## config.mk

```make
export PLATFORM = sky130hd
export DESIGN_NAME = sar_logic_flat
export DESIGN_NICKNAME = d
export VERILOG_FILES = /design/src/rtl/sar_logic_if.sv /design/src/rtl/sar_logic.sv /design/src/flat_wrapper.sv
export SDC_FILE = /design/constraint.sdc
export NUM_CORES = 1
export LEC_CHECK = 0
export BUFFER_PORTS_ARGS = -buffer_cell sky130_fd_sc_hd__buf_2
export CAP_MARGIN = 20
export CORE_AREA = 3 3 42 48
export DETAILED_ROUTE_END_ITERATION = 12
export DIE_AREA = 0 0 45 51
export PLACE_DENSITY = 0.67
export SETUP_SLACK_MARGIN = 0.4
export SLEW_MARGIN = 15
export SYNTH_ARGS = -nofsm -noshare
export SYNTH_HDL_FRONTEND = slang
export SYNTH_SLANG_ARGS = --single-unit
```

## constraint.sdc

```tcl
create_clock -name clk -period 3.9 [get_ports clk]
set_input_delay 0.585 -clock clk [delete_from_list [all_inputs] [get_ports clk]]
set_output_delay 0.585 -clock clk [all_outputs]
set_load 0.01 [all_outputs]
```

## src/rtl/sar_logic_if.sv

```systemverilog
// Bundles the SAR engine's conversion-control and analog-front-end signals.
// master = controller/front-end side, slave = the sar_logic engine.
interface sar_logic_if #(
    parameter int NUM_BITS = 4
);
    logic                sample_sig;
    logic                cmp_in;
    logic                overrun_clr;
    logic                sample_hold;
    logic [NUM_BITS-1:0] dac_code;
    logic [NUM_BITS-1:0] data_out;
    logic                data_valid;
    logic                busy;
    logic                overrun;

    modport master (
        output sample_sig, cmp_in, overrun_clr,
        input  sample_hold, dac_code, data_out, data_valid, busy, overrun
    );

    modport slave (
        input  sample_sig, cmp_in, overrun_clr,
        output sample_hold, dac_code, data_out, data_valid, busy, overrun
    );
endinterface

```

## src/rtl/sar_logic.sv

```systemverilog
// Successive-approximation engine: track/hold, NUM_BITS-step binary search, result pulse.
// Define SAR_OVERRUN_EN to enable the sticky overrun flag for early sample_sig pulses.
module sar_logic #(
    parameter int NUM_BITS = 4
) (
    input  logic        clk,
    input  logic        rst_n,
    sar_logic_if.slave  bus
);
    localparam int IW = (NUM_BITS > 1) ? $clog2(NUM_BITS) : 1;
    localparam logic [NUM_BITS-1:0] ONE     = NUM_BITS'(1);
    localparam logic [NUM_BITS-1:0] MSB     = ONE << (NUM_BITS - 1);
    localparam logic [IW-1:0]       IDX_TOP = IW'(NUM_BITS - 1);

    typedef enum logic [1:0] {
        IDLE,
        SAMPLE,
        CONVERT
    } state_t;

    state_t              state;
    state_t              next_state;
    logic [IW-1:0]       idx;
    logic [IW-1:0]       idx_dn;
    logic                last_bit;
    logic [NUM_BITS-1:0] dac_code;
    logic [NUM_BITS-1:0] data_out;
    logic [NUM_BITS-1:0] decided;
    logic [NUM_BITS-1:0] trial_next;
    logic                data_valid;
    logic                busy;
    logic                sample_hold;
    logic                overrun;

    assign last_bit = (idx == '0);
    assign idx_dn   = idx - IW'(1);

    always_ff @(posedge clk or negedge rst_n) begin
        if (!rst_n) begin
            state <= IDLE;
        end else begin
            state <= next_state;
        end
    end

    always_comb begin
        next_state = state;
        case (state)
            IDLE:    if (bus.sample_sig) next_state = SAMPLE;
            SAMPLE:  next_state = CONVERT;
            CONVERT: if (last_bit) next_state = bus.sample_sig ? SAMPLE : IDLE;
            default: next_state = IDLE;
        endcase
    end

    always_comb begin
        sample_hold = (state == SAMPLE);
    end

    // Current bit resolved by the comparator, then the next lower bit raised as the new trial.
    always_comb begin
        decided      = dac_code;
        decided[idx] = bus.cmp_in;
        trial_next   = decided;
        if (!last_bit) begin
            trial_next[idx_dn] = 1'b1;
        end
    end

    always_ff @(posedge clk or negedge rst_n) begin
        if (!rst_n) begin
            dac_code   <= '0;
            data_out   <= '0;
            data_valid <= 1'b0;
            busy       <= 1'b0;
            idx        <= IDX_TOP;
        end else begin
            data_valid <= 1'b0;
            busy       <= (next_state != IDLE);
            case (state)
                IDLE: begin
                    if (bus.sample_sig) begin
                        dac_code <= MSB;
                        idx      <= IDX_TOP;
                    end
                end
                CONVERT: begin
                    if (last_bit) begin
                        data_out   <= decided;
                        data_valid <= 1'b1;
                        idx        <= IDX_TOP;
                        // Back-to-back start reloads the first trial; otherwise the result is held.
                        dac_code   <= bus.sample_sig ? MSB : decided;
                    end else begin
                        dac_code <= trial_next;
                        idx      <= idx_dn;
                    end
                end
                default: ;
            endcase
        end
    end

`ifdef SAR_OVERRUN_EN
    logic early;

    assign early = bus.sample_sig &&
                   ((state == SAMPLE) || ((state == CONVERT) && !last_bit));

    always_ff @(posedge clk or negedge rst_n) begin
        if (!rst_n) begin
            overrun <= 1'b0;
        end else if (early) begin
            overrun <= 1'b1;
        end else if (bus.overrun_clr) begin
            overrun <= 1'b0;
        end
    end
`else
    logic unused_overrun_clr;

    assign unused_overrun_clr = bus.overrun_clr;
    assign overrun            = 1'b0;
`endif

    assign bus.sample_hold = sample_hold;
    assign bus.dac_code    = dac_code;
    assign bus.data_out    = data_out;
    assign bus.data_valid  = data_valid;
    assign bus.busy        = busy;
    assign bus.overrun     = overrun;
endmodule

```

## src/flat_wrapper.sv

```systemverilog
// flat-port wrapper written by rule: the top's interface ports become plain ports
module sar_logic_flat 
#(
    parameter int NUM_BITS = 4
)
  (clk, rst_n, bus_sample_sig, bus_cmp_in, bus_overrun_clr, bus_sample_hold, bus_dac_code, bus_data_out, bus_data_valid, bus_busy, bus_overrun);
  sar_logic_if #(.NUM_BITS(NUM_BITS)) bus_i ();
  input  logic clk;
  input  logic rst_n;
  input wire logic [$bits(bus_i.sample_sig)-1:0] bus_sample_sig;
  input wire logic [$bits(bus_i.cmp_in)-1:0] bus_cmp_in;
  input wire logic [$bits(bus_i.overrun_clr)-1:0] bus_overrun_clr;
  output wire logic [$bits(bus_i.sample_hold)-1:0] bus_sample_hold;
  output wire logic [$bits(bus_i.dac_code)-1:0] bus_dac_code;
  output wire logic [$bits(bus_i.data_out)-1:0] bus_data_out;
  output wire logic [$bits(bus_i.data_valid)-1:0] bus_data_valid;
  output wire logic [$bits(bus_i.busy)-1:0] bus_busy;
  output wire logic [$bits(bus_i.overrun)-1:0] bus_overrun;
  assign bus_i.sample_sig = bus_sample_sig;
  assign bus_i.cmp_in = bus_cmp_in;
  assign bus_i.overrun_clr = bus_overrun_clr;
  assign bus_sample_hold = bus_i.sample_hold;
  assign bus_dac_code = bus_i.dac_code;
  assign bus_data_out = bus_i.data_out;
  assign bus_data_valid = bus_i.data_valid;
  assign bus_busy = bus_i.busy;
  assign bus_overrun = bus_i.overrun;
  sar_logic #(.NUM_BITS(NUM_BITS)) u_core (.clk(clk), .rst_n(rst_n), .bus(bus_i));
endmodule
```

# After elaboration in Yosys (flattened, before gate mapping)
# Cells that the tools add are included.
[totals]
out_inout_bits = 12
word_cells = 41
mem_count = 0
ramBits = 0
ff_bits = 14
latchBits = 0
romBits = 0
[op_classes]
magnitude_cmp = 4
shifts = 0
n_mul = 0
n_addsub = 1
reduce_logical = 8
muxes = 18
bitwise_logic = 1
n_eq_ne = 3
div_mod_pow = 0
[op_table]
columns = ["op", "n"]
rows = [
  ["$mux W4", 3],
  ["$mux W2", 4],
  ["$pmux W4 S2", 1],
  ["$lt A2 B3 Y1 const B", 2],
  ["$pmux W2 S3", 1],
  ["$mux W1", 5],
  ["$bwmux W4", 1],
  ["$demux W1 S2", 2],
  ["$ge A2 B1 Y1 const B", 2],
  ["$logic_not A2 Y1", 2],
  ["$or A4 B4 Y4", 1],
  ["$pmux W2 S2", 1],
  ["$reduce_and A2 Y1", 2],
  ["$reduce_bool A2 Y1", 2],
  ["$eq A2 B1 Y1 const B", 1],
  ["$eq A2 B2 Y1 const B", 1],
  ["$logic_and A1 B1 Y1", 2],
  ["$ne A2 B2 Y1 const B", 1],
  ["$sub A2 B1 Y2 const B", 1],
]

# Depth between registers and ports, before layout
# Gate-level depths: netlist of run 1.
[logic_depth]
word_depth = 8
ltp_mapped = 6
ltp_nobuf = 5

# Worst setup path after synthesis of run 1
# No wires, ideal clock.
[synth_path]
kind = "flip-flop to flip-flop"
start = "register u_core.idx[0]"
end = "register u_core.data_out[0], in the netlist u_core.bus.data_out[0]"
arrival_ns = 1.383
path_stages_with_launch = 6
slack_ns = 2.392
setup_time_ns = 0.125
period_less_slack_ns = 1.508
required_time_ns = 3.775
path_cell_list = "dfstp_2 -> inv_1 -> ha_1 -> buf_4 -> nand3b_2 -> mux2_4"
[synth_via]
elab_chain_len = 5
[synth_lines]
columns = ["item", "line_no", "text"]
rows = [
  ["start: declaration", "sar_logic.sv:23", "logic [IW-1:0] idx;"],
  ["start signal: assignment", "sar_logic.sv:96", "idx <= idx_dn;"],
  ["$lt A2 B3 Y1 (implied by the code) / $ge A2 B1 Y1 (equally long branches)", "sar_logic.sv:63", "decided[idx] = bus.cmp_in;"],
  ["$logic_and A1 B1 Y1 (implied by the code)", "sar_logic.sv:63", ""],
  ["$mux W1 (implied by the code)", "sar_logic.sv:63", ""],
  ["$demux W1 S2", "n/a", ""],
  ["$bwmux W4", "sar_logic.sv:63", ""],
  ["end signal: assignment", "sar_logic.sv:89", "data_out <= decided;"],
  ["end: declaration", "sar_logic.sv:27", "logic [NUM_BITS-1:0] data_out;"],
]
# Several ways; a longest one is shown, not always the timed one.
# A chain may end at the register's enable or synchronous reset.

# Worst setup path after layout of run 1
# Ends and elaborated chain as after synthesis.

==> results of run 1 <==
-- registers in the layout, summed over array words and instances, names as in the netlist --
signal and count:
u_core.bus.dac_code 4, u_core.bus.busy 1, u_core.bus.data_valid 1, u_core.state 2, u_core.idx 2, u_core.bus.data_out 4
-- report_power, final --
| part | leakage (nW) | internal [mW] | total (mW) | switching, mW |
|---|---|---|---|---|
| logic | 0.230 | 0.133 | 0.282 | 0.149 |
| registers | 0.168 | 0.216 | 0.263 | 0.0469 |
| clock network | 0.0210 | 0.0567 | 0.102 | 0.0454 |
-- layout by cell type (no fill, tap or decap), drive strengths merged, types with 2 or more instances in the layout --
cell | Yosys | final
inv | 5 | 5
o21ai | 8 | 8
dfstp | 2 | 2
buf | 2 | 14
ha | 5 | 5
a22o | 2 | 2
mux2i | 4 | 4
and2b | 2 | 2
clkbuf | 0 | 4
nand2 | 6 | 6
o21bai | 2 | 2
dfrtp | 12 | 12
nor2b | 2 | 2
-- layer usage --
metal / routed length (um) / track usage [%] / up-vias
met2: 612 / 20.5 / 17
li1: - / - / 246
met5: 0 / 0 / -
met1: 544 / 16.8 / 237
met4: 12 / 4.39 / 0
met3: 72 / 3.17 / 2
-- worst min-delay path by stage --
| stage | from | end | slack (ns) | depth (start not counted) |
|---|---|---|---|---|
| 2_1_floorplan | rst_n | u_core.bus.busy | 0.29 | 0 |
| 3_3_place_gp | u_core.bus.data_out[2] | u_core.bus.data_out[2] | 0.46 | 2 |
| 3_5_place_dp | u_core.bus.data_out[1] | u_core.bus.data_out[1] | 0.47 | 2 |
| 4_1_cts | rst_n | u_core.bus.data_out[3] | 0.20 | 1 |
| 5_1_grt | rst_n | u_core.bus.dac_code[3] | 0.20 | 1 |
| 6_report | rst_n | u_core.bus.dac_code[1] | 0.19 | 1 |
-- logic make-up (layout without fill, tap and decap cells) --
| family | after synthesis | in the layout | share of synthesized area, % |
|---|---|---|---|
| AO/OA/AOI/OAI | 17 | 17 | 15.7 |
| adder cells (fa/ha/maj) | 5 | 5 | 8.93 |
| buffers and inverters | 7 | 23 | 4.82 |
| flip-flops | 14 | 14 | 50.4 |
| multiplexers | 5 | 5 | 7.86 |
| other | 1 | 1 | 0.535 |
| AND/OR/NAND/NOR | 14 | 14 | 11.8 |
-- metrics by stage --
step	instance area, um^2	hold WS, ns
2_1_floorplan	701	0.289
3_3_place_gp	777	0.458
3_5_place_dp	777	0.465
4_1_cts	813	0.196
5_1_grt	813	0.195
6_report	813	0.187
-- layout make-up --
type	count	area [um^2]
inverters	5	18.8
multi-input cells	42	314
well taps	17	21.3
fillers	150	763
clock buffers	4	36.3
flip-flops and latches	14	353
repair buffers	14	70.1
==> results by group, run 1 <==
Outcome
  • Status: complete, no violations

CTS
  • Maximum clock path buffer count: 2
  • Sink Count: 14
  • Clk_lat worst skew: 0.27 ns
  • Root Buffer: clkbuf_4
  • Post-CTS Setup Bufs: 0
  • Cts repair resizes: 0
  • TritonCTS clock tree: done
  • Hold_buf cts: 0
  • Clock Pin Slew Worst Setup and Hold Paths: 0.08 ns
  • H-tree lvl count: 1
  • CTS Buf Count: 3

Timing
  • Final Critical Period: 1.62 ns
  • Setup violators final: 0
  • Hold violation count in the final report: 0
  • RSZ-0062 raised after global routing: no
  • Fin Setup TNS: 0 ns
  • Final period util: 41.5%
  • Setup slack after layout: 2.28 ns
  • Layout Skew: 0.00189 ns
  • Fmax: 617 MHz
  • Slew Viols, Final: 0

Floorplan
  • Core area: 1580 um^2
  • Die height: 51 um
  • # IOs: 17
  • Die Width: 45 um
  • DIE AREA: 2300 um^2
  • Placement row count: 15
  • Starting density of the core: 44.4%

Synthesis
  • Largest area contributor in the synthesized netlist: dfrtp_1
  • Post-synthesis register bit count: 14
  • Synth warn: 0
  • Most instantiated cells after synthesis: dfrtp_1, o21ai_0, nand2_1
  • Mean Syn Cell Area: 11.1 um^2
  • Mapped Cells: 63
  • Post-synth EDFFs: 0
  • Post-synthesis sequential area ratio: 50.4%
  • Most common cell in the netlist: dfrtp_1
  • Distinct cells, synth: 24
  • Post-Syn Nets: 73
  • Area contributors post-synth: dfrtp_1, ha_1, dfstp_2, mux2i_1, o21ai_0
  • Post-synth ARST share: 100%
  • Ys flop type: dfrtp_1
  • Cell area after synthesis: 701 um^2
  • Top-area cell type share of the netlist area: 42.9%

Worst setup path
  • CP max stage delay: 0.58 ns
  • Critical-path cell list: inv_1 > ha_1 > nand3b_2 > mux2_4
  • Setup crit start: u_core.idx[0]
  • RR Endpoint: u_core.bus.data_out[0]
  • Arr. time, crit path: 1.78 ns
  • Req. time, crit path: 4.06 ns
  • Crit Path Max Fanout: 9
  • CP startpoint kind: register
  • Worst reg-to-reg setup slack: 2.28 ns
  • Slowest cell on crit path: dfstp_2
  • CP Buf/Inv Count: 1
  • Crit end category: register
  • Crit path depth: 4
  • R2r worst-path depth: 4
  • FF-to-FF Start: u_core.idx[0]
  • Crit path kind: reg2reg
  • CP top delay family: flip-flops
  • Worst setup path endpoint: u_core.bus.data_out[0]

Global route
  • Vias in the first global route: 502
  • Largest net degree at the start of global routing: 15
  • Initial antenna violation count: 0
  • First-pass GRT wire length: 2150 um
  • GRT overflow: 0
  • Total GRT Usage: 12.9%

Placed design
  • DP Worst Slack: 2.28 ns
  • Gpl congestion: 0.782
  • DP Cell Count: 92
  • Post-DP HPWL: 961 um
  • Port Buf Inserts: 14

Routing
  • Avg WL per Cell: 12.9 um
  • DR pass1 iterations: 4
  • Vias: 502
  • Vias per cell: 5.23
  • Antenna Nets Post-Route: 0
  • DR iter-0 viols: 22
  • DRC violation count after routing: 0
  • Total routed wirelength: 1240 um

Power and ir drop
  • P per Cell Area: 795 nW/um^2
  • Power Total: 0.646 mW
  • LEAKAGE: 0.418 nW
  • Peak supply drop: 0.000313 V

Worst hold path
  • Worst min path class: in2async

Final layout
  • Post-route insts no fill: 96
  • Util after Layout: 51.6%
  • Final #Nets: 90
  • Antenna cells: 0
  • Share of layout cells above drive strength 1: 29.1%
  • Syn-to-layout area delta: 16.1%

Flow run
  • Max Cap Violations: 0
Power figures use the tool's default switching activity.
==> run 2: changes to the inputs <==
--- a/config.mk
+++ b/config.mk
@@ -10,7 +10,7 @@
 export CORE_AREA = 3 3 42 48
 export DETAILED_ROUTE_END_ITERATION = 12
 export DIE_AREA = 0 0 45 51
-export PLACE_DENSITY = 0.67
+export PLACE_DENSITY = 0.7
 export SETUP_SLACK_MARGIN = 0.4
 export SLEW_MARGIN = 15
 export SYNTH_ARGS = -nofsm -noshare
==> constraint.sdc (replaced) <==
create_clock -name clk -period 1.49 [get_ports clk]
set_input_delay 0.2235 -clock clk [delete_from_list [all_inputs] [get_ports clk]]
set_output_delay 0.2235 -clock clk [all_outputs]
set_load 0.01 [all_outputs]
==> run 2 against run 1 <==
Against the previous run:
- setup slack got worse by 2.2 ns
- register-to-register slack got worse by 2.2 ns
- clock skew about the same
- critical path type unchanged
- sequential cell count unchanged
- global-route usage increased by 3.1 points
- non-clock buffer count increased by 16
- power increased to 3.4 times the previous value
- clock-buffer cell count decreased by 1
- cell count increased by 16%
- largest cell class is now multi-input combinational cells
- first-iteration DRC count decreased by 18%
==> results by group, run 2 (same netlist as run 1, synthesis figures left out) <==
Outcome
  • Status: complete, no violations

Routing
  • DRC violation count after routing: 0 (unchanged)
  • Vias: 581 (+16%)
  • DR pass1 iterations: 4 (unchanged)
  • Antenna Nets Post-Route: 0 (unchanged)
  • DR iter-0 viols: 18 (-18%)
  • Avg WL per Cell: 14.8 um (+15%)
  • Vias per cell: 5.23 (about the same)
  • Total routed wirelength: 1650 um (+33%)

CTS
  • Clock Pin Slew Worst Setup and Hold Paths: 0.08 ns (about the same)
  • Sink Count: 14 (unchanged)
  • Root Buffer: clkbuf_4
  • TritonCTS clock tree: done
  • Clk_lat worst skew: 0.27 ns (about the same)
  • Maximum clock path buffer count: 2 (unchanged)
  • CTS Buf Count: 3 (unchanged)
  • H-tree lvl count: 1 (unchanged)

Worst setup path
  • Crit end category: register
  • Crit Path Max Fanout: 6 (-3)
  • Req. time, crit path: 1.70 ns (-2.36 ns)
  • CP startpoint kind: register
  • Slowest cell on crit path: dfstp_2
  • Crit path kind: reg2reg
  • Critical-path cell list: inv_4 > ha_4 > buf_2 > o21bai_1 > or2_1
  • Arr. time, crit path: 1.66 ns (-0.12 ns)
  • CP max stage delay: 0.61 ns (+0.03 ns)

Global route
  • First-pass GRT wire length: 2620 um (+22%)
  • Vias in the first global route: 573 (+14%)
  • Largest net degree at the start of global routing: 15 (unchanged)
  • GRT overflow: 0 (unchanged)
  • Total GRT Usage: 16.0% (+3.1 points)
  • Initial antenna violation count: 0 (unchanged)

Final layout
  • Antenna cells: 0 (unchanged)
  • Syn-to-layout area delta: 48.2%
  • Final #Nets: 106 (+18%)
  • Top Registers: u_core.bus.dac_code (4), u_core.bus.data_out (4)
  • Share of layout cells above drive strength 1: 59.6% (+30 points)
  • Commonest non-fill, non-tap cell in the layout: buf_2
  • Filler cells: 132 (-12%)
  • Most frequent cells in the layout: buf_2, buf_4, dfrtp_1

Timing
  • Fin Setup TNS: 0 ns (unchanged)
  • Slew Viols, Final: 0 (unchanged)
  • Setup violators final: 0 (unchanged)
  • Hold violation count in the final report: 0 (unchanged)
  • Final period util: 97.1% (+56 points)
  • Final Critical Period: 1.45 ns (-0.173 ns)
  • Hold Slack: 0.265 ns (+0.0778 ns)
  • RSZ-0062 raised after global routing: yes
  • Layout Skew: 0.00210 ns (+0.000209 ns)
  • Fmax: 691 MHz (+12%)

Floorplan
  • DIE AREA: 2300 um^2 (unchanged)
  • Die height: 51 um (unchanged)
  • Placement row count: 15 (unchanged)
  • Die Width: 45 um (unchanged)
  • Core area: 1580 um^2 (unchanged)
  • Starting density of the core: 44.4% (unchanged)
  • # IOs: 17 (unchanged)

Worst hold path
  • Worst min path class: in2reg

Flow run
  • Max Cap Violations: 0 (unchanged)

Placed design
  • Post-DP HPWL: 870 um (-9.4%)
  • Gpl congestion: 0.771 (-1.4%)
  • Port Buf Inserts: 14 (unchanged)

Power and ir drop
  • P per Cell Area: 2120 nW/um^2 (+170%)
  • LEAKAGE: 0.514 nW (+23%)
  • Peak supply drop: 0.00100 V (+220%)
-- run 2: changes by cell type in the layout (fill, tap and decap cells not counted), moves of 2 or more --
cell     before  now
o21ai_1       0    7
ha_4          0    4
buf_4         0   13
o21ai_0       8    0
nand2_1       6    3
inv_1         5    2
nand2_2       0    3
nor2b_1       2    0
ha_1          5    0
inv_4         0    2
-- run 2: per-layer routing --
metal / vias up / wire [um] / global-route usage [%]
met5: - / 0 / 0
met2: 24 / 818 / 25.9
met4: 0 / 25 / 6.83
li1: 279 / - / -
met1: 274 / 705 / 19.5
met3: 4 / 98 / 4.23
-- run 2: through the flow --
stage	setup WS, ns	total power [mW]	std cells	utilization, %	instance area [um^2]
global placement	0.0578	1.47	93	51.1	806
detailed placement	0.0421	1.48	93	51.1	806
floorplan	0.104	1.25	63	-	726
finish	0.0432	2.20	111	65.9	1040
global route	0.00394	2.37	111	65.9	1040
CTS	0.107	2.00	109	62.9	991
-- run 2: area by class of cell --
class / instances / area (um^2) / share of cell area (%)
well taps: 17 / 21.3 / 2.05
inverters: 5 / 23.8 / 2.29
repair buffers: 30 / 194 / 18.7
multi-input cells: 42 / 423 / 40.7
flip-flops and latches: 14 / 354 / 34.1
clock buffers: 3 / 22.5 / 2.17
-- run 2: final timing paths --
kind | start | to | slack [ns] | cells after the start
hold / removal | bus_sample_sig | u_core.bus.dac_code[0] | 0.27 | 2
hold reg to reg | u_core.bus.data_out[2] | u_core.bus.data_out[2] | 0.47 | 2
setup / recovery | u_core.idx[0] | u_core.bus.busy | 0.04 | 5
setup reg to reg | u_core.idx[0] | u_core.bus.busy | 0.04 | 5
min in group asynchronous | rst_n | u_core.bus.data_out[3] | 0.37 | 2
max in group asynchronous | rst_n | u_core.idx[0] | 0.83 | 2
-- run 2: what timing repair did --
action,CTS,global route
gates resized for setup,25,8
setup buffers,12,2
pin swaps,6,0
endpoints found under the hold margin,12,0
endpoints found under the setup margin,14,16
hold buffers,1,0
-- run 2: worst max-delay path, delay by kind of cell (launching register included) --
family	cells	cell delay [ns]
compound gates	1	0.21
fa+ha+maj	1	0.20
buf+inv	2	0.22
flops	1	0.61
simple gates	1	0.15
-- run 2: report_power, final --
group / total (mW) / leakage (nW) / internal, mW / switching (mW)
clock network: 0.202 / 0.0138 / 0.0936 / 0.109
logic: 1.28 / 0.334 / 0.691 / 0.593
registers: 0.710 / 0.166 / 0.568 / 0.142
==> run 3: changes to the inputs <==
--- a/config.mk
+++ b/config.mk
@@ -10,7 +10,7 @@
 export CORE_AREA = 3 3 42 48
 export DETAILED_ROUTE_END_ITERATION = 12
 export DIE_AREA = 0 0 45 51
-export PLACE_DENSITY = 0.7
+export PLACE_DENSITY = 0.67
 export SETUP_SLACK_MARGIN = 0.4
 export SLEW_MARGIN = 15
 export SYNTH_ARGS = -nofsm -noshare
==> constraint.sdc (replaced) <==
create_clock -name clk -period 1.85 [get_ports clk]
set_input_delay 0.2775 -clock clk [delete_from_list [all_inputs] [get_ports clk]]
set_output_delay 0.2775 -clock clk [all_outputs]
set_load 0.01 [all_outputs]
==> run 3 against run 2 <==
Against the previous run:
- critical path depth down 1
- maximum frequency up 0.93%
- sequential power down 19%
- power down 30%
- wire length down 14%
- hold slack better by 0.028 ns
- register-to-register slack better by 0.37 ns
- setup slack better by 0.37 ns
- critical path type unchanged
- design area down 11%
- clock skew down 0.00080 ns
- sequential share of layout area up 3.9 points
- critical endpoint is now u_core.bus.dac_code[3]
- cell count down 7.2%
==> results by group, run 3 (same netlist as run 1, synthesis figures left out) <==
Power and ir drop
  • Peak supply drop: 0.000666 V (-34%)
  • Clock power share: 14.2% (+5.0 points)
  • Power Total: 1.55 mW (-30%)
  • Internal: 0.959 mW (-29%)
  • Sequential power share: 37.3% (+5.0 points)
  • Comb pwr share: 48.5% (-10 points)
  • P per Cell Area: 1660 nW/um^2 (-21%)
  • LEAKAGE: 0.466 nW (-9.3%)
  • Sw Pwr: 0.586 mW (-30%)
  • Sw Ratio: 37.9% (-0.46 points)

Timing
  • Hold violation count in the final report: 0 (unchanged)
  • Setup slack after layout: 0.417 ns (+0.373 ns)
  • Final Critical Period: 1.43 ns (-0.0133 ns)
  • Layout Skew: 0.00130 ns (-0.000800 ns)
  • Final period util: 77.5% (-20 points)
  • Fin Setup TNS: 0 ns (unchanged)
  • Hold Slack: 0.293 ns (+0.0283 ns)
  • Setup violators final: 0 (unchanged)
  • Slew Viols, Final: 0 (unchanged)
  • RSZ-0062 raised after global routing: yes
  • Fmax: 698 MHz (+0.93%)

Routing
  • DR iter-0 viols: 11 (-7)
  • Avg WL per Cell: 13.7 um (-7.6%)
  • Vias: 529 (-9.0%)
  • Vias per cell: 5.14 (-1.9%)
  • DRC violation count after routing: 0 (unchanged)
  • Antenna Nets Post-Route: 0 (unchanged)
  • DR pass1 iterations: 4 (unchanged)
  • Total routed wirelength: 1410 um (-14%)

Worst setup path
  • CP Buf/Inv Count: 2 (unchanged)
  • FF-to-FF Start: u_core.idx[0]
  • RR Endpoint: u_core.bus.dac_code[3]
  • Slowest cell on crit path: dfstp_2
  • Arr. time, crit path: 1.61 ns (-0.05 ns)
  • Critical-path cell list: buf_4 > ha_2 > inv_1 > o32a_1
  • Req. time, crit path: 2.03 ns (+0.33 ns)
  • CP max stage delay: 0.62 ns (about the same)
  • Worst reg-to-reg setup slack: 0.42 ns (+0.37 ns)
  • CP startpoint kind: register
  • Crit path kind: reg2reg
  • R2r worst-path depth: 4 (-1)
  • Crit Path Max Fanout: 5 (-1)
  • Crit end category: register
  • CP top delay family: flip-flops

CTS
  • Clk_lat worst skew: 0.28 ns (about the same)
  • CTS Buf Count: 3 (unchanged)
  • Maximum clock path buffer count: 2 (unchanged)
  • Sink Count: 14 (unchanged)
  • Root Buffer: clkbuf_4
  • Clock Pin Slew Worst Setup and Hold Paths: 0.08 ns (about the same)
  • H-tree lvl count: 1 (unchanged)
  • TritonCTS clock tree: done

Final layout
  • Most frequent cells in the layout: buf_2, dfrtp_1, o21ai_0, buf_4, nand2_1
  • Final #Nets: 97 (-8.5%)
  • Filler cells: 135 (+2.3%)
  • Top Registers: u_core.bus.dac_code (4), u_core.bus.data_out (4)
  • Syn-to-layout area delta: 32.5%
  • Reg area: 353 um^2 (-0.35%)
  • Share of layout cells above drive strength 1: 44.2% (-15 points)
  • Antenna cells: 0 (unchanged)
  • Area of the multi-input gates: 372 um^2 (-12%)
  • Commonest non-fill, non-tap cell in the layout: buf_2

Placed design
  • Post-DP HPWL: 896 um (+3.0%)
  • DP Worst Slack: 0.304 ns (+0.262 ns)
  • Port Buf Inserts: 14 (unchanged)
  • Gpl congestion: 0.764 (-0.88%)

Floorplan
  • DIE AREA: 2300 um^2 (unchanged)
  • Core area: 1580 um^2 (unchanged)
  • Die height: 51 um (unchanged)
  • Die Width: 45 um (unchanged)
  • # IOs: 17 (unchanged)
  • Starting density of the core: 44.4% (unchanged)
  • Placement row count: 15 (unchanged)

Worst hold path
  • WHS Endpoint: u_core.bus.dac_code[0]
  • Worst min path class: in2reg
  • Hold depth: 2 (unchanged)
  • HP Start: bus_sample_sig

Outcome
  • Status: complete, no violations

Global route
  • GRT overflow: 0 (unchanged)
  • Largest net degree at the start of global routing: 15 (unchanged)
  • First-pass GRT wire length: 2110 um (-19%)
  • GRT busiest layer: met2
  • Grt met3 use: 6.34% (+2.1 points)
  • M1 GR Usage: 17.1% (-2.4 points)
  • Total GRT Usage: 12.8% (-3.2 points)
  • Met2 global-route usage: 18.4% (-7.5 points)
  • Vias in the first global route: 482 (-16%)
  • Initial antenna violation count: 0 (unchanged)

Flow run
  • Max Cap Violations: 0 (unchanged)
run 3: changes by cell type in the layout (fill, tap and decap cells not counted), moves of 2 or more:
| cell | delta |
|---|---|
| nand2_2 | -2 |
| o21ai_1 | -5 |
| buf_4 | -7 |
| nand2_1 | +2 |
| o21ai_0 | +6 |
run 3: power groups by stage:
stage | Clock (mW) | Combinational (mW) | Sequential (mW)
3_3_place_gp | 0 | 0.595 | 0.555
6_report | 0.219 | 0.750 | 0.576
3_5_place_dp | 0 | 0.601 | 0.563
4_1_cts | 0.226 | 0.638 | 0.554
2_1_floorplan | 0 | 0.388 | 0.596
5_1_grt | 0.246 | 0.844 | 0.595
run 3: cell type report:
type | count | area share, %
Inverter | 5 | 2.29
Tap cell | 17 | 2.29
Sequential cell | 14 | 38.0
Timing Repair Buffer | 21 | 13.5
Clock buffer | 4 | 3.91
Multi-Input combinational cell | 42 | 40.0
run 3: how the worst max path moves through the flow:
stage | from | to | cells after the start
after global routing | u_core.idx[1] | u_core.bus.dac_code[1] | 5
after detailed placement | u_core.idx[0] | u_core.bus.data_out[0] | 4
final | u_core.idx[0] | u_core.bus.dac_code[3] | 4
after floorplan | u_core.idx[0] | u_core.bus.data_out[0] | 5
after CTS | u_core.idx[0] | u_core.bus.data_out[0] | 4
after global placement | u_core.idx[0] | u_core.bus.data_out[0] | 4
run 3: stage by stage:
step	utilization [%]	cell area, um^2	cells
after global routing	58.9	928	103
after global placement	49.8	786	92
after CTS	53.9	850	99
final	58.9	928	103
after floorplan	-	713	63
after detailed placement	49.8	786	92
run 3: layer usage:
| metal | wire length, um | vias to the layer above | share of wire [%] |
|---|---|---|---|
| met2 | 671 | 18 | 48 |
| li1 | - | 261 | - |
| met1 | 614 | 246 | 43 |
| met5 | 0 | - | 0 |
| met3 | 100 | 4 | 7.1 |
| met4 | 27 | 0 | 1.9 |
run 3: timing repair:
item                                    4_1_cts  5_1_grt
pin swaps                                     0        1
hold buffers                                  1        0
resized for setup                             1       14
endpoints found under the hold margin        12        0
setup buffers                                 2        4
endpoints found under the setup margin        5        6
